==> config.mk <==
export PLATFORM = sky130hd
export DESIGN_NAME = sonar_ranger
export DESIGN_NICKNAME = d
export VERILOG_FILES = /design/src/rtl/sonar_pkg.sv /design/src/rtl/bin2bcd_seq.sv /design/src/rtl/sonar_ranger.sv
export SDC_FILE = /design/constraint.sdc
export NUM_CORES = 1
export LEC_CHECK = 0
export CELL_PAD_IN_SITES_DETAIL_PLACEMENT = 0
export CELL_PAD_IN_SITES_GLOBAL_PLACEMENT = 1
export CORE_UTILIZATION = 30
export CTS_CLUSTER_DIAMETER = 80
export DETAILED_ROUTE_END_ITERATION = 12
export PLACE_DENSITY = 0.58
export SETUP_SLACK_MARGIN = 0.05
export SLEW_MARGIN = 20
export SYNTH_ARGS = -nofsm -noshare
export SYNTH_HDL_FRONTEND = slang
export SYNTH_HIERARCHICAL = 1
export SYNTH_SLANG_ARGS = --single-unit
==> constraint.sdc <==
create_clock -name clk_in -period 2.38 [get_ports clk_in]
set_input_delay 0.714 -clock clk_in [delete_from_list [all_inputs] [get_ports clk_in]]
set_output_delay 0.714 -clock clk_in [all_outputs]
set_load 0.03 [all_outputs]
==> src/rtl/sonar_pkg.sv <==
// Shared types and constants for the ultrasonic ranger and its BCD converter.
package sonar_pkg;

   typedef enum logic [2:0] {
      IDLE,
      TRIG,
      WAIT_RISE,
      MEASURE,
      CONVERT,
      DONE,
      ERR
   } sonar_state_e;

   localparam int              CM_W     = 10;
   localparam logic [CM_W-1:0] CM_MAX   = 10'd999;
   localparam logic [15:0]     ERR_CODE = 16'hEEEE;

   // Double-dabble correction: any BCD digit of 5 or more gets +3 before the shift.
   function automatic logic [15:0] bcd_adjust(input logic [15:0] bcd);
      logic [15:0] r;
      r = bcd;
      for (int i = 0; i < 4; i++) begin
         if (bcd[i*4 +: 4] >= 4'd5) r[i*4 +: 4] = bcd[i*4 +: 4] + 4'd3;
      end
      return r;
   endfunction

endpackage

==> src/rtl/bin2bcd_seq.sv <==
// Sequential double-dabble: 10-bit binary to 4-digit packed BCD.
// Ten shift cycles after start; done pulses for one cycle once bcd_o is final.
module bin2bcd_seq
   import sonar_pkg::*;
(
   input  logic            clk_i,
   input  logic            rst_n_i,
   input  logic            start_i,
   input  logic [CM_W-1:0] bin_i,
   output logic [15:0]     bcd_o,
   output logic            done_o
);

   logic [CM_W-1:0] bin_q, bin_d;
   logic [15:0]     bcd_q, bcd_d;
   logic [15:0]     bcd_adj;
   logic [3:0]      cnt_q, cnt_d;
   logic            busy_q, busy_d;
   logic            done_q, done_d;

   always_comb begin
      bin_d   = bin_q;
      bcd_d   = bcd_q;
      cnt_d   = cnt_q;
      busy_d  = busy_q;
      done_d  = 1'b0;
      bcd_adj = bcd_adjust(bcd_q);
      if (start_i) begin
         bin_d  = bin_i;
         bcd_d  = '0;
         cnt_d  = '0;
         busy_d = 1'b1;
      end else if (busy_q) begin
         bcd_d = {bcd_adj[14:0], bin_q[CM_W-1]};
         bin_d = {bin_q[CM_W-2:0], 1'b0};
         cnt_d = cnt_q + 4'd1;
         if (cnt_q == 4'(CM_W - 1)) begin
            busy_d = 1'b0;
            done_d = 1'b1;
         end
      end
   end

   always_ff @(posedge clk_i or negedge rst_n_i) begin
      if (!rst_n_i) begin
         bin_q  <= '0;
         bcd_q  <= '0;
         cnt_q  <= '0;
         busy_q <= 1'b0;
         done_q <= 1'b0;
      end else begin
         bin_q  <= bin_d;
         bcd_q  <= bcd_d;
         cnt_q  <= cnt_d;
         busy_q <= busy_d;
         done_q <= done_d;
      end
   end

   assign bcd_o  = bcd_q;
   assign done_o = done_q;

endmodule

==> src/rtl/sonar_ranger.sv <==
// HC-SR04 style ranger: periodic trigger, echo timing in us, cm conversion, BCD output.
// Define SONAR_AVG_EN to report the running average of the last four good readings.
module sonar_ranger
   import sonar_pkg::*;
#(
   parameter int CLK_FREQ_HZ = 100_000_000,
   parameter int TRIG_US     = 10,
   parameter int PERIOD_US   = 60_000,
   parameter int TIMEOUT_US  = 30_000,
   parameter int US_PER_CM   = 58
) (
   input  logic        clk_in,
   input  logic        rst_n,
   input  logic        echo_in,
   output logic        trig_out,
   output logic [31:0] data_out,
   output logic        data_valid,
   output logic        range_err
);

   localparam int DIV   = CLK_FREQ_HZ / 1_000_000;
   localparam int PS_W  = (DIV > 1) ? $clog2(DIV) : 1;
   localparam int PER_W = $clog2(PERIOD_US);
   localparam int TO_W  = $clog2(TIMEOUT_US + 1);
   localparam int SUB_W = $clog2(US_PER_CM);

   sonar_state_e    state_q, state_d;
   logic [PS_W-1:0] ps_cnt_q;
   logic [PER_W-1:0] period_cnt_q, period_cnt_d;
   logic [TO_W-1:0] to_cnt_q, to_cnt_d;
   logic [SUB_W-1:0] sub_cnt_q, sub_cnt_d;
   logic [CM_W-1:0] cm_cnt_q, cm_cnt_d;
   logic            first_q, first_d;
   logic [15:0]     disp_q, disp_d;
   logic            range_err_q, range_err_d;
   logic            data_valid_q, data_valid_d;
   logic            echo_meta_q, echo_sync_q, echo_prev_q;
   logic            us_tick, echo_rise, conv_start, conv_done;
   logic [CM_W-1:0] conv_bin;
   logic [15:0]     conv_bcd;

   assign us_tick   = (ps_cnt_q == PS_W'(DIV - 1));
   assign echo_rise = echo_sync_q & ~echo_prev_q;

   always_ff @(posedge clk_in or negedge rst_n) begin
      if (!rst_n) begin
         ps_cnt_q    <= '0;
         echo_meta_q <= 1'b0;
         echo_sync_q <= 1'b0;
         echo_prev_q <= 1'b0;
      end else begin
         ps_cnt_q    <= us_tick ? '0 : ps_cnt_q + PS_W'(1);
         echo_meta_q <= echo_in;
         echo_sync_q <= echo_meta_q;
         echo_prev_q <= echo_sync_q;
      end
   end

`ifdef SONAR_AVG_EN
   logic [CM_W-1:0] avg_buf_q [4];
   logic [11:0]     avg_sum_q, avg_sum_next;

   assign avg_sum_next = avg_sum_q - 12'(avg_buf_q[3]) + 12'(cm_cnt_q);
   assign conv_bin     = avg_sum_next[CM_W+1:2];

   // Only completed measurements enter the window; timeouts never reach CONVERT.
   always_ff @(posedge clk_in or negedge rst_n) begin
      if (!rst_n) begin
         for (int i = 0; i < 4; i++) avg_buf_q[i] <= '0;
         avg_sum_q <= '0;
      end else if (conv_start) begin
         avg_buf_q[0] <= cm_cnt_q;
         for (int i = 1; i < 4; i++) avg_buf_q[i] <= avg_buf_q[i-1];
         avg_sum_q <= avg_sum_next;
      end
   end
`else
   assign conv_bin = cm_cnt_q;
`endif

   bin2bcd_seq u_bin2bcd (
      .clk_i   (clk_in),
      .rst_n_i (rst_n),
      .start_i (conv_start),
      .bin_i   (conv_bin),
      .bcd_o   (conv_bcd),
      .done_o  (conv_done)
   );

   always_comb begin
      state_d      = state_q;
      period_cnt_d = period_cnt_q;
      to_cnt_d     = to_cnt_q;
      sub_cnt_d    = sub_cnt_q;
      cm_cnt_d     = cm_cnt_q;
      first_d      = first_q;
      disp_d       = disp_q;
      range_err_d  = range_err_q;
      data_valid_d = 1'b0;
      conv_start   = 1'b0;

      if (us_tick && (period_cnt_q < PER_W'(PERIOD_US - 1)))
         period_cnt_d = period_cnt_q + PER_W'(1);
      if (us_tick && (state_q inside {TRIG, WAIT_RISE, MEASURE}))
         to_cnt_d = to_cnt_q + TO_W'(1);

      case (state_q)
         IDLE: begin
            to_cnt_d  = '0;
            sub_cnt_d = '0;
            cm_cnt_d  = '0;
            if (us_tick && (first_q || (period_cnt_q >= PER_W'(PERIOD_US - 1)))) begin
               state_d      = TRIG;
               period_cnt_d = '0;
               first_d      = 1'b0;
            end
         end
         TRIG: begin
            if (us_tick && (to_cnt_q == TO_W'(TRIG_US - 1))) state_d = WAIT_RISE;
         end
         WAIT_RISE: begin
            if (us_tick && (to_cnt_q == TO_W'(TIMEOUT_US - 1))) begin
               state_d = ERR;
            end else if (echo_rise) begin
               state_d = MEASURE;
               // The edge cycle is already echo-high time; count its tick too.
               if (us_tick) sub_cnt_d = SUB_W'(1);
            end
         end
         MEASURE: begin
            if (!echo_sync_q) begin
               state_d    = CONVERT;
               conv_start = 1'b1;
            end else if (us_tick) begin
               if (to_cnt_q == TO_W'(TIMEOUT_US - 1)) state_d = ERR;
               if (sub_cnt_q == SUB_W'(US_PER_CM - 1)) begin
                  sub_cnt_d = '0;
                  if (cm_cnt_q != CM_MAX) cm_cnt_d = cm_cnt_q + CM_W'(1);
               end else begin
                  sub_cnt_d = sub_cnt_q + SUB_W'(1);
               end
            end
         end
         CONVERT: begin
            if (conv_done) state_d = DONE;
         end
         DONE: begin
            disp_d       = conv_bcd;
            range_err_d  = 1'b0;
            data_valid_d = 1'b1;
            state_d      = IDLE;
         end
         ERR: begin
            disp_d       = ERR_CODE;
            range_err_d  = 1'b1;
            data_valid_d = 1'b1;
            state_d      = IDLE;
         end
         default: state_d = IDLE;
      endcase
   end

   always_ff @(posedge clk_in or negedge rst_n) begin
      if (!rst_n) begin
         state_q      <= IDLE;
         period_cnt_q <= '0;
         to_cnt_q     <= '0;
         sub_cnt_q    <= '0;
         cm_cnt_q     <= '0;
         first_q      <= 1'b1;
         disp_q       <= '0;
         range_err_q  <= 1'b0;
         data_valid_q <= 1'b0;
      end else begin
         state_q      <= state_d;
         period_cnt_q <= period_cnt_d;
         to_cnt_q     <= to_cnt_d;
         sub_cnt_q    <= sub_cnt_d;
         cm_cnt_q     <= cm_cnt_d;
         first_q      <= first_d;
         disp_q       <= disp_d;
         range_err_q  <= range_err_d;
         data_valid_q <= data_valid_d;
      end
   end

   // Decoded straight from state so the asynchronous reset drops the trigger at once.
   assign trig_out   = (state_q == TRIG);
   assign data_out   = {16'h0000, disp_q};
   assign data_valid = data_valid_q;
   assign range_err  = range_err_q;

endmodule
# Word-level counts from Yosys, hierarchy flattened
# Index checks and enable logic that the tools add are counted.
[word_totals]
reg_bits = 111
inputBits = 3
wordCells = 127
[op_classes]
add_sub_neg = 10
n_lt_le_gt_ge = 6
eq_ne = 25
muxes = 48
bitwise = 2
reduce_logical = 18
[op_table]
columns = ["cell", "n"]
rows = [
  ["16-bit two-way mux", 5],
  ["10-bit two-way mux", 6],
  ["6-bit two-way mux", 6],
  ["16-bit one-hot mux with 2 select lines", 1],
  ["15-bit two-way mux", 2],
  ["3-bit two-way mux", 9],
  ["4-bit two-way mux", 5],
  ["10-bit one-hot mux with 2 select lines", 1],
  ["6-bit one-hot mux with 3 select lines", 1],
  ["16-bit by 1-bit adder with 16-bit output, second input constant", 1],
  ["16-bit >= comparator, second input constant", 1],
  ["4-bit by 3-bit >= comparator with 1-bit output, second input constant", 4],
  ["16-bit less-than comparator, second input constant", 1],
  ["15-bit by 1-bit adder with 15-bit output, second input constant", 1],
  ["15-bit equality test, second input constant", 1],
  ["15-bit by 4-bit equality test with 1-bit output, second input constant", 1],
  ["3-bit one-hot mux with 5 select lines", 1],
  ["4-bit by 2-bit adder with 4-bit output, second input constant", 3],
  ["2-bit inequality test, second input constant", 6],
  ["6-bit AND reduction", 2],
  ["10-bit by 1-bit adder with 10-bit output, second input constant", 1],
  ["10-bit inequality test, second input constant", 1],
  ["3-bit equality test, second input constant", 3],
  ["1-bit two-way mux", 9],
  ["other kinds (24)", 37],
]

# Depth between registers and ports, before layout
# Gate-level depths: netlist of the first run.
[depth]
word_depth = 6
mapped_depth = 8
ltp_nobuf = 8

# Hierarchy
# The synthesis of the first run kept the hierarchy.
[modules_own_cells]
columns = ["mod", "n_inst", "cells_per_inst", "area_per_inst_um2"]
rows = [
  ["sonar_ranger", 1, 449, 4256.6],
  ["bin2bcd_seq", 1, 181, 1752.9],
]

# Worst setup path after synthesis of the first run
# OpenSTA, ideal clock, no wires.
[synth_timing]
path_kind = "register to register"
startpoint = "reg ps_cnt_q[0]"
endpoint = "reg sub_cnt_q[1]"
arrival_ns = 1.770
path_slack_ns = 0.488
path_stages_with_launch = 8
n_path_buf = 0
period_less_slack_ns = 1.892
cell_sequence = "dfrtp_1 ha_1 and4bb_1 nand2_2 or4_4 a21o_1 nand2_1 o21ai_1"
[synth_via]
elab_chain_len = 4
[synth_lines]
columns = ["item", "line_no", "text"]
rows = [
  ["start, declared", "sonar_ranger.sv:28", "logic [PS_W-1:0] ps_cnt_q;"],
  ["start signal, assigned", "sonar_ranger.sv:52", "ps_cnt_q <= us_tick ? '0 : ps_cnt_q + PS_W'(1);"],
  ["7-bit equality test *", "sonar_ranger.sv:42", "assign us_tick = (ps_cnt_q == PS_W'(DIV - 1));"],
  ["1-bit logical AND", "sonar_ranger.sv:122", "if (us_tick && (to_cnt_q == TO_W'(TIMEOUT_US - 1))) begin"],
  ["2-bit inequality test (no line)", "--", ""],
  ["6-bit AND reduction (no line) *", "--", ""],
  ["end signal, assigned", "sonar_ranger.sv:178", "sub_cnt_q <= sub_cnt_d;"],
  ["end, declared", "sonar_ranger.sv:31", "logic [SUB_W-1:0] sub_cnt_q, sub_cnt_d;"],
]
# Every way passes the cells marked *; elsewhere a longest branch is shown, timed or not.
# A chain may end at the register's enable or synchronous reset.

# Worst setup path after layout of the first run
[layout_timing]
startpoint = "reg disp_q[2]"
endpoint = "out data_out[2]"
[layout_lines]
columns = ["item", "line_no", "text"]
rows = [
  ["start, declared", "sonar_ranger.sv:34", "logic [15:0] disp_q, disp_d;"],
  ["start signal, assigned", "sonar_ranger.sv:181", "disp_q <= disp_d;"],
  ["end, declared", "sonar_ranger.sv:16", "output logic [31:0] data_out,"],
]
# No word-level cell between the ends.

==> results of run 1 <==
[metal layers]
layer | vias to the layer above | part of all wire, % | track usage [%]
li1 | 2254 | - | -
met2 | 61 | 46 | 21.8
met1 | 2238 | 51 | 20.5
met4 | 0 | 1.3 | 5.38
met5 | - | 0 | 0
met3 | 8 | 2.4 | 2.03
[final timing paths]
| path | startpoint | to | slack, ns |
|---|---|---|---|
| worst max-delay path | disp_q[2] | data_out[2] | 0.15 |
| worst max register to register | period_cnt_q[10] | period_cnt_q[15] | 0.25 |
| worst min-delay path | rst_n | disp_q[11] | 0.28 |
| min in group clk_in | echo_meta_q | echo_sync_q | 0.41 |
| worst min register to register | echo_meta_q | echo_sync_q | 0.41 |
| max in group asynchronous | rst_n | first_q | 1.38 |
[final cells by class]
| type | count | area share, % |
|---|---|---|
| sequential | 111 | 40.6 |
| timing repair buffer | 41 | 5.74 |
| tap | 265 | 4.84 |
| inverter | 23 | 1.26 |
| multi-input combinational | 468 | 43.2 |
| clock buffer | 11 | 3.55 |
| clock inverter | 5 | 0.841 |
[repair_timing]
| action | 4_1_cts | 5_1_grt |
|---|---|---|
| setup endpoints to repair | 1 | 1 |
| endpoints found under the hold margin | 0 | 0 |
| gates resized for setup | 1 | 2 |
[power by group through the flow]
| stage | Combinational (mW) | Clock (mW) | Sequential [mW] |
|---|---|---|---|
| floorplan | 0.0544 | 0 | 1.93 |
| global placement | 0.0848 | 0 | 1.93 |
| detailed placement | 0.0860 | 0 | 1.93 |
| CTS | 0.0860 | 1.63 | 1.89 |
| global route | 0.0934 | 1.69 | 1.89 |
| finish | 0.0820 | 1.56 | 1.89 |
[state kept, by name (all words and copies together) (netlist names)]
| register | count |
|---|---|
| period_cnt_q | 16 |
| range_err | 1 |
| u_bin2bcd/bin_q | 10 |
| u_bin2bcd/done_o | 1 |
| to_cnt_q | 15 |
| u_bin2bcd/cnt_q | 4 |
| disp_q | 16 |
| echo_prev_q | 1 |
| sub_cnt_q | 6 |
| echo_meta_q | 1 |
| state_q | 3 |
| data_valid | 1 |
| u_bin2bcd/busy_q | 1 |
| first_q | 1 |
| u_bin2bcd/bcd_o | 16 |
| ps_cnt_q | 7 |
| cm_cnt_q | 10 |
| echo_sync_q | 1 |
[cells by family (layout without fill, tap and decap cells)]
family / after synthesis / count (layout)
AND/OR/NAND/NOR: 251 / 251
AO/OA/AOI/OAI: 133 / 133
flip-flops: 111 / 111
buffers and inverters: 66 / 80
XOR/XNOR: 39 / 39
adder cells (fa/ha/maj): 17 / 17
multiplexers: 12 / 12
other: 1 / 16
[per-stage QoR]
| stage | setup WS, ns | power [mW] | cell area [um^2] |
|---|---|---|---|
| after floorplan | 0.488 | 1.98 | 6070 |
| after global placement | 0.298 | 2.01 | 6530 |
| after detailed placement | 0.267 | 2.01 | 6530 |
| after CTS | 0.126 | 3.60 | 6830 |
| after global routing | 0.0684 | 3.67 | 6840 |
| final | 0.150 | 3.53 | 6840 |
[placed cells by master, fill, tap and decap left out, types with 21 or more instances in the layout]
cell type	netlist	routed
nand2_1	56	56
nor2_1	60	58
o21ai_0	37	37
dfrtp_1	110	110
inv_1	21	21
a21oi_1	24	24
nand3_1	38	38
xor2_1	29	29
o22a_1	24	24
==> impl_table.tex, run 1 <==
\begin{tabular}{lr}
\hline
Metric & Value \\
\hline
\multicolumn{2}{l}{\textbf{Global routing}} \\
Antenna violations before repair & 0 \\
Global route overflow & 0 \\
Global-route wire length before repair & 23,200 um \\
GRT Total Usage & 14.3\% \\
Largest net degree at the start of global routing & 60 \\
Number of global-route vias before repair & 4,406 \\
\multicolumn{2}{l}{\textbf{STA}} \\
Count of final setup violators & 0 \\
Worst slew pin tran & 0.903 ns \\
Final Cycle Share & 93.7\% \\
Setup repair after global routing missed its margin & no \\
Fin. Hold Viols & 0 \\
Tmin final & 2.23 ns \\
Worst rel slew slack & 39.8\% \\
Final-layout setup total negative slack & 0 ns \\
Fin. max-slew vios & 0 \\
Worst Hold Slack & 0.284 ns \\
Max frequency & 448 MHz \\
Max Clock Skew & 0.00903 ns \\
\multicolumn{2}{l}{\textbf{Logic synthesis}} \\
Cell types occupying the most area after synthesis & dfrtp\_1 (46\%), xor2\_1 (4.2\%), nor2\_1 (3.7\%) \\
Simple-gate share of the synthesized area & 21.7\% \\
Synthesized netlist cell count & 630 \\
Most numerous cell in the Yosys netlist & dfrtp\_1 \\
Share of synthesized area spent on multiplexers & 2.00\% \\
Async S/R FF share, synth & 100\% \\
Synth Area in Compound Gates & 15.0\% \\
Yosys warning total & 6 \\
Seq/Total Area, Yosys & 46.2\% \\
Parity-gate share of the synthesized area counting xor and xnor cells & 5.68\% \\
Predominant post-synthesis flop cell & dfrtp\_1 \\
Synth Area per Inst & 9.54 um\^{}2 \\
Count of cell types in the netlist & 72 \\
Cell taking the most area after synthesis & dfrtp\_1 \\
Combinational family with the most area after synthesis & simple AND/OR/NAND/NOR gates \\
Top-area cell type share of the netlist area & 45.8\% \\
Number of enable flip-flop cells after synthesis & 0 \\
Adder-Cell Fraction of Synth Area & 3.54\% \\
Top cell types by occurrence after synthesis & dfrtp\_1 (110), nor2\_1 (60), nand2\_1 (56), nand3\_1 (38), o21ai\_0 (37) \\
FF+latch count, synth & 111 \\
Synth Cell Area & 6010 um\^{}2 \\
\multicolumn{2}{l}{\textbf{Setup path}} \\
Largest delay contributor family on the critical path & buffers and inverters \\
Cells along the critical path & clkdlybuf4s50\_1 \\
Critical Path End Type & primary output \\
Data arrival at the endpoint of the critical path & 1.52 ns \\
Levels on crit path & 1 \\
Worst Path Buf+Inv & 1 \\
CP Data Required Time & 1.67 ns \\
CP max stage cell & clkdlybuf4s50\_1 \\
Delay of the slowest critical-path stage & 0.71 ns \\
Startpoint type of the worst setup path & flip-flop \\
Class of the most critical setup path & flip-flop to primary output \\
Critical path fanouts, max & 3 \\
R2R depth & 5 \\
\multicolumn{2}{l}{\textbf{Power}} \\
Leakage power summed over all cells & 2.93 nW \\
Power per unit of standard cell area & 516 nW/um\^{}2 \\
Sequential share of power & 53.5\% \\
Clock group share of total power & 44.1\% \\
Peak VDD IR & 0.316 mV \\
Internal power & 2.74 mW \\
Combinational power share & 2.3\% \\
Fraction of power spent switching nets & 22.3\% \\
Switching component of the power & 0.787 mW \\
\multicolumn{2}{l}{\textbf{Finish}} \\
Fill count & 2,030 \\
Combined area of the multi-input logic cells & 2950 um\^{}2 \\
Final nets & 674 \\
Post-route core utilization & 35.1\% \\
Proportion of layout cells with a drive suffix above 1 & 8.95\% \\
Synth-to-Final Area Change & 13.9\% \\
Final Non-Filler Cells & 924 \\
Antenna cells & 0 \\
Sequential cell area & 2780 um\^{}2 \\
\multicolumn{2}{l}{\textbf{CTS}} \\
Post-CTS repair timing setup buffer count & 0 \\
Deepest clock path buffer count & 2 \\
Clock insertion delay at the later pin of the skew report & 0.35 ns \\
H-tree depth reported by CTS & 3 \\
Clock buffer count from CTS & 9 \\
Post-cts hold buffer count & 0 \\
TritonCTS clock tree & done \\
Count of clock tree sinks & 111 \\
Clock transition at the registers of the reported paths & 0.08 ns \\
Clock root buffer & clkbuf\_16 \\
\multicolumn{2}{l}{\textbf{Drt}} \\
Wire per inst & 14.7 um \\
Post-route DRC & 0 \\
Via count & 4,561 \\
Count of TritonRoute iterations in the first routing pass & 4 \\
Post-Route WL & 13,600 um \\
Antenna Violating Nets Remaining & 0 \\
Number of violations reported at the end of detailed-routing iteration 0 & 232 \\
Routed vias/inst & 4.94 \\
\multicolumn{2}{l}{\textbf{Floorplanning}} \\
Overall die height & 144 um \\
Die Width & 144 um \\
Core Footprint & 19,500 um\^{}2 \\
Num rows & 51 \\
Die Footprint & 20,600 um\^{}2 \\
Initial Utilization & 30.8\% \\
Top Ports & 38 \\
\multicolumn{2}{l}{\textbf{Place}} \\
Cell count after placement & 908 \\
RD Place Congestion & 0.819 \\
Count of buffers inserted at the top-level ports & 21 \\
HPWL Detailed & 9400 um \\
\multicolumn{2}{l}{\textbf{Outcome}} \\
Result of the run & finished clean \\
\multicolumn{2}{l}{\textbf{Job}} \\
Number of max-capacitance violations reported & 0 \\
\multicolumn{2}{l}{\textbf{Hold path}} \\
Kind of path behind the tightest hold check & input port to async pin \\
\hline
\end{tabular}
No activity file was read; power rests on OpenSTA's default activity.
==> inputs of run 2 (changes only) <==
- CTS_BUF_LIST: not set -> sky130_fd_sc_hd__clkbuf_4
==> run 2 against run 1 <==
Effect of this change: sequential cell count unchanged; register-to-register slack about the same; non-clock buffer count increased by 1; global-route usage increased by 0.065 points; first-iteration DRC count decreased by 4.3%; hold slack got worse by 0.18 ns; clock power decreased by 37%; maximum frequency decreased by 0.62%; sequential share of layout area increased by 0.96 points; largest cell class unchanged.
==> impl_table.tex, run 2 (synthesis results as in run 1) <==
\begin{tabular}{lr}
\hline
Metric & Value \\
\hline
\multicolumn{2}{l}{\textbf{Drt}} \\
Number of violations reported at the end of detailed-routing iteration 0 & 222 \\
Routed length on met3 & 338 um \\
Met2 routed WL & 6170 um \\
Top Layer Used & met4 \\
Antenna Violating Nets Remaining & 0 \\
Via count & 4,566 \\
Count of TritonRoute iterations in the first routing pass & 5 \\
Post-route DRC & 0 \\
DRT met1 WL & 6910 um \\
Wire per inst & 14.7 um \\
Post-Route WL & 13,600 um \\
Routed vias/inst & 4.93 \\
\multicolumn{2}{l}{\textbf{STA}} \\
Final-layout setup total negative slack & 0 ns \\
Tmin final & 2.24 ns \\
Final WS setup & 0.136 ns \\
Worst Hold Slack & 0.107 ns \\
Worst rel slew slack & 40.4\% \\
Max Clock Skew & 0.0221 ns \\
Worst slew pin tran & 0.894 ns \\
Fin. max-slew vios & 0 \\
Setup repair after global routing missed its margin & yes \\
Final Cycle Share & 94.3\% \\
Count of final setup violators & 0 \\
Max frequency & 446 MHz \\
Fin. Hold Viols & 0 \\
\multicolumn{2}{l}{\textbf{Global routing}} \\
Antenna violations before repair & 1 \\
Global-route wire length before repair & 23,200 um \\
Largest net degree at the start of global routing & 60 \\
Global route overflow & 0 \\
Number of global-route vias before repair & 4,406 \\
GRT Total Usage & 14.4\% \\
\multicolumn{2}{l}{\textbf{Power}} \\
Clock group share of total power & 33.3\% \\
Peak VDD IR & 0.253 mV \\
Sequential share of power & 64.0\% \\
Power per unit of standard cell area & 442 nW/um\^{}2 \\
Switching component of the power & 0.731 mW \\
Internal power & 2.23 mW \\
Fraction of power spent switching nets & 24.7\% \\
Leakage power summed over all cells & 2.97 nW \\
Combinational power share & 2.8\% \\
Total chip power & 2.96 mW \\
\multicolumn{2}{l}{\textbf{Place}} \\
HPWL Detailed & 9400 um \\
RD Place Congestion & 0.819 \\
Place WS & 0.267 ns \\
Cell count after placement & 908 \\
Count of buffers inserted at the top-level ports & 21 \\
Instance area after placement & 6530 um\^{}2 \\
\multicolumn{2}{l}{\textbf{Floorplanning}} \\
Die Width & 144 um \\
Die Footprint & 20,600 um\^{}2 \\
Overall die height & 144 um \\
Num rows & 51 \\
Core Footprint & 19,500 um\^{}2 \\
Top Ports & 38 \\
Initial Utilization & 30.8\% \\
\multicolumn{2}{l}{\textbf{Setup path}} \\
Startpoint type of the worst setup path & flip-flop \\
Flop-to-flop setup slack & 0.24 ns \\
Destination of the worst register-to-register timing path & sub\_cnt\_q[5] \\
CP max stage cell & dfrtp\_1 \\
Critical path fanouts, max & 8 \\
Cells along the critical path & nand2b\_1 -> nor2\_4 -> buf\_12 \\
Startpoint of the most critical register-to-register path & ps\_cnt\_q[0] \\
Class of the most critical setup path & flip-flop to primary output \\
Data arrival at the endpoint of the critical path & 1.53 ns \\
R2R depth & 7 \\
Critical Path End Type & primary output \\
Delay of the slowest critical-path stage & 0.50 ns \\
CP Data Required Time & 1.67 ns \\
\multicolumn{2}{l}{\textbf{Finish}} \\
Commonest non-fill, non-tap cells in the layout & dfrtp\_1 (108), nor2\_1 (58), nand2\_1 (56), nand3\_1 (38), o21ai\_0 (37) \\
Final nets & 675 \\
Proportion of layout cells with a drive suffix above 1 & 9.24\% \\
Synth-to-Final Area Change & 11.3\% \\
Combined area of the multi-input logic cells & 2950 um\^{}2 \\
Post-route core utilization & 34.3\% \\
Final Non-Filler Cells & 926 \\
Final Cell Area & 6690 um\^{}2 \\
Commonest non-fill, non-tap cell in the layout & dfrtp\_1 \\
Fill count & 2,045 \\
Sequential cell area & 2780 um\^{}2 \\
\multicolumn{2}{l}{\textbf{CTS}} \\
H-tree depth reported by CTS & 3 \\
Clock buffer count from CTS & 9 \\
Clock root buffer & clkbuf\_4 \\
Deepest clock path buffer count & 2 \\
Clock transition at the registers of the reported paths & 0.18 ns \\
Count of clock tree sinks & 111 \\
Clock insertion delay at the later pin of the skew report & 0.50 ns \\
TritonCTS clock tree & done \\
\multicolumn{2}{l}{\textbf{Hold path}} \\
Kind of path behind the tightest hold check & input port to async pin \\
\multicolumn{2}{l}{\textbf{Outcome}} \\
Result of the run & finished clean \\
\multicolumn{2}{l}{\textbf{Job}} \\
Number of max-capacitance violations reported & 0 \\
\hline
\end{tabular}
[run 2: worst max-delay path, delay by kind of cell (launching register included)]
family                 cells  cell delay (ns)
flip-flops                 1             0.50
buffers and inverters      1             0.13
AND/OR/NAND/NOR            2             0.41
[run 2: timing repair]
action                                  in CTS  in global routing
setup buffers                                0                  1
resized for setup                           19                  3
endpoints found under the hold margin        0                  0
pin swaps                                    0                  0
endpoints found under the setup margin      16                  5
hold buffers                                 0                  0
[run 2: worst max path at each step]
stage / start / endpoint / slack, ns / cells after the start
floorplan: ps_cnt_q[0] / sub_cnt_q[1] / 0.49 / 7
global placement: period_cnt_q[0] / period_cnt_q[14] / 0.30 / 6
detailed placement: ps_cnt_q[0] / state_q[1] / 0.27 / 6
CTS: disp_q[13] / data_out[13] / 0.05 / 1
global route: ps_cnt_q[0] / state_q[1] / 0.004 / 6
finish: state_q[1] / trig_out / 0.14 / 3
[run 2: cell type report]
type / instances / area share [%]
well taps: 265 / 4.96
multi-input cells: 468 / 44.1
clock buffers: 10 / 1.12
inverters: 23 / 1.29
clock inverters: 6 / 0.916
flip-flops and latches: 111 / 41.6
diodes: 1 / 0.0374
repair buffers: 42 / 5.96
[run 2: power groups by stage]
stage | Sequential [mW] | Clock (mW) | Combinational [mW]
after floorplan | 1.93 | 0 | 0.0544
final | 1.89 | 0.985 | 0.0817
after detailed placement | 1.93 | 0 | 0.0860
after global routing | 1.89 | 1.11 | 0.0931
after global placement | 1.93 | 0 | 0.0848
after CTS | 1.89 | 1.04 | 0.0860
[run 2: metal layers]
layer | up-vias | global-route usage (%)
met2 | 58 | 21.9
met4 | 0 | 5.38
li1 | 2262 | -
met3 | 12 | 2.13
met1 | 2234 | 20.5
met5 | - | 0
==> RTL edit: new RTL, config.mk and constraints of run 2 <==
Set the parameter `US_PER_CM` to 116 (it was 58).
--- a/src/rtl/sonar_ranger.sv
+++ b/src/rtl/sonar_ranger.sv
@@ -9,3 +9,3 @@
    parameter int TIMEOUT_US  = 30_000,
-   parameter int US_PER_CM   = 58
+   parameter int US_PER_CM   = 116
 ) (
Formal check against the unedited RTL: no difference found for any inputs over 10 cycles, from zero or initial values and one cycle with rst_n low; that may be too few to reach the edited logic, so the function may still have changed.
==> RTL edit against run 2 <==
  * Area after synthesis rose by 0.58%
  * Global-route usage is 0.094 points higher
  * Clock power down 8.6%
  * Combinational power is 8.2% higher
  * Clock skew increased by 1.3 ps
  * Final area grew 4.3%
  * Die area grew 0.57%
  * Utilization grew 1.4 points
  * Total power fell by 2.1%
  * Wire length up 4.4%
  * Via count is 7.7% higher
  * Critical path type is now register to register
  * Sequential cell count increased by 1
  * Critical path depth is 4 higher
  * Worst setup slack worse by 12 ps
==> RTL edit: results (changes against run 2) <==
Pins Over Slew Limit=0 (unchanged); violation count after the first detailed-route iteration=348 (+57%); Synth Area in Adders=3.312% (-0.23 points); clock slew at reported path FFs=180 ps (about the same); Root Buffer=clkbuf_4; vias in the first global route=4775 (+8.4%); LEAKAGE=3.040 nW (+2.3%); largest net degree at the start of global routing=43 (-28%); Post-synth top cells=dfrtp_1, nand2_1, nor2_1, o21ai_0, a21oi_1; hold path startpoint=echo_meta_q; P_clk=0.900 mW (-8.6%); hold-fix buffers at CTS=1 (+1); worst r2r src=period_cnt_q[0]; top area cells in the synthesized netlist=dfrtp_1, nand2_1, o21ai_0; CP endpoint=period_cnt_q[14]; power after layout=2.897 mW (-2.1%); post-synthesis compound-gate area fraction=16.60% (+1.6 points); synth unique cells=69 (-4.2%); Detail Placement HPWL=9708 um (+3.3%); fin crit share=94.78% (+0.49 points); first-pass GRT wire length=23620 um (+1.6%); Detailed Routing Iterations Pass 1=4 (-1); sequential fraction of the synthesis area=46.39% (+0.15 points); status=finished, final reports clean; Post-layout nets=720 (+6.7%); Hold Path Class=register to register; Setup CP Type=register to register; multiplexer share of the synthesized area=2.153% (+0.15 points); drt wl/cell=14.65 um (-0.43%); final cell count without fillers=971 (+4.9%); clk_skew=23.35 ps (+1.287 ps); Setup WS pre-CTS=-23.39 ps (-290.5 ps); cell total after placement=943 (+3.9%); Slowest cell on crit path=or4_1; H-tree depth=3 (unchanged); CP arrival=2670 ps (+1140 ps); peak supply drop=201.6 uV (-20%); Global Route Usage Sum=14.48% (+0.094 points); layout cells sized above 1=12.18% (+2.9 points); routability cong.=0.7790 (-4.9%); CP max FO=6 (-2); post-cts sizing count=8 (-11); Filler Cell Count=2036 (-0.44%); Seq power=1.91 mW; final hold slack=383.2 ps (+276.4 ps); antenna violations before repair=0 (-1); post-CTS setup buffers=1 (+1); worst stage delay on the critical path=520 ps (+20 ps); delay-heaviest family, CP=simple AND/OR/NAND/NOR gates; n_diodes=0 (-1); Sw Share=25.96% (+1.3 points); R2R setup slack=120 ps (-120 ps); Slew headroom=35.63% (-4.8 points); xor/xnor share of the synthesized area=2.898% (-2.8 points); drt via density=5.063 (+2.7%); Placed Instance Area=0.006653 mm2 (+1.9%); cell count after synthesis=656 (+4.1%)
RTL edit: cell count changes after synthesis, moves of 4 or more:
cell / delta
a21oi_1: +12
nand2_1: +24
nand3_1: -14
nor2_1: -4
nor3_1: +5
o21ai_0: +19
o21ai_1: -4
o22a_1: -24
o31ai_1: +8
or3_1: +9
or4_1: +7
xnor2_1: +4
xor2_1: -23
RTL edit: cell type report:
class	instances	area, um2	share of cell area (%)
timing repair buffer	62	579.3	8.299
clock buffer	9	67.56	0.9679
multi-input combinational	494	3057	43.79
clock inverter	7	56.30	0.8066
inverter	22	82.58	1.183
tap	265	331.6	4.750
sequential	112	2806	40.20
RTL edit: worst register-to-register path, cell delays in order, from the launching register on:
cell      delay [ps]
dfrtp_1          440
ha_1             220
and4_2           280
o311ai_4         310
buf_4            190
a21oi_4           80
or4_1            520
a21oi_1          170
RTL edit: per-layer routing:
metal / global-route usage [%] / wire length [um]
met1: 18.51 / 6578
met2: 24.79 / 7078
met3: 3.032 / 370
met4: 3.471 / 198
met5: 0 / 0
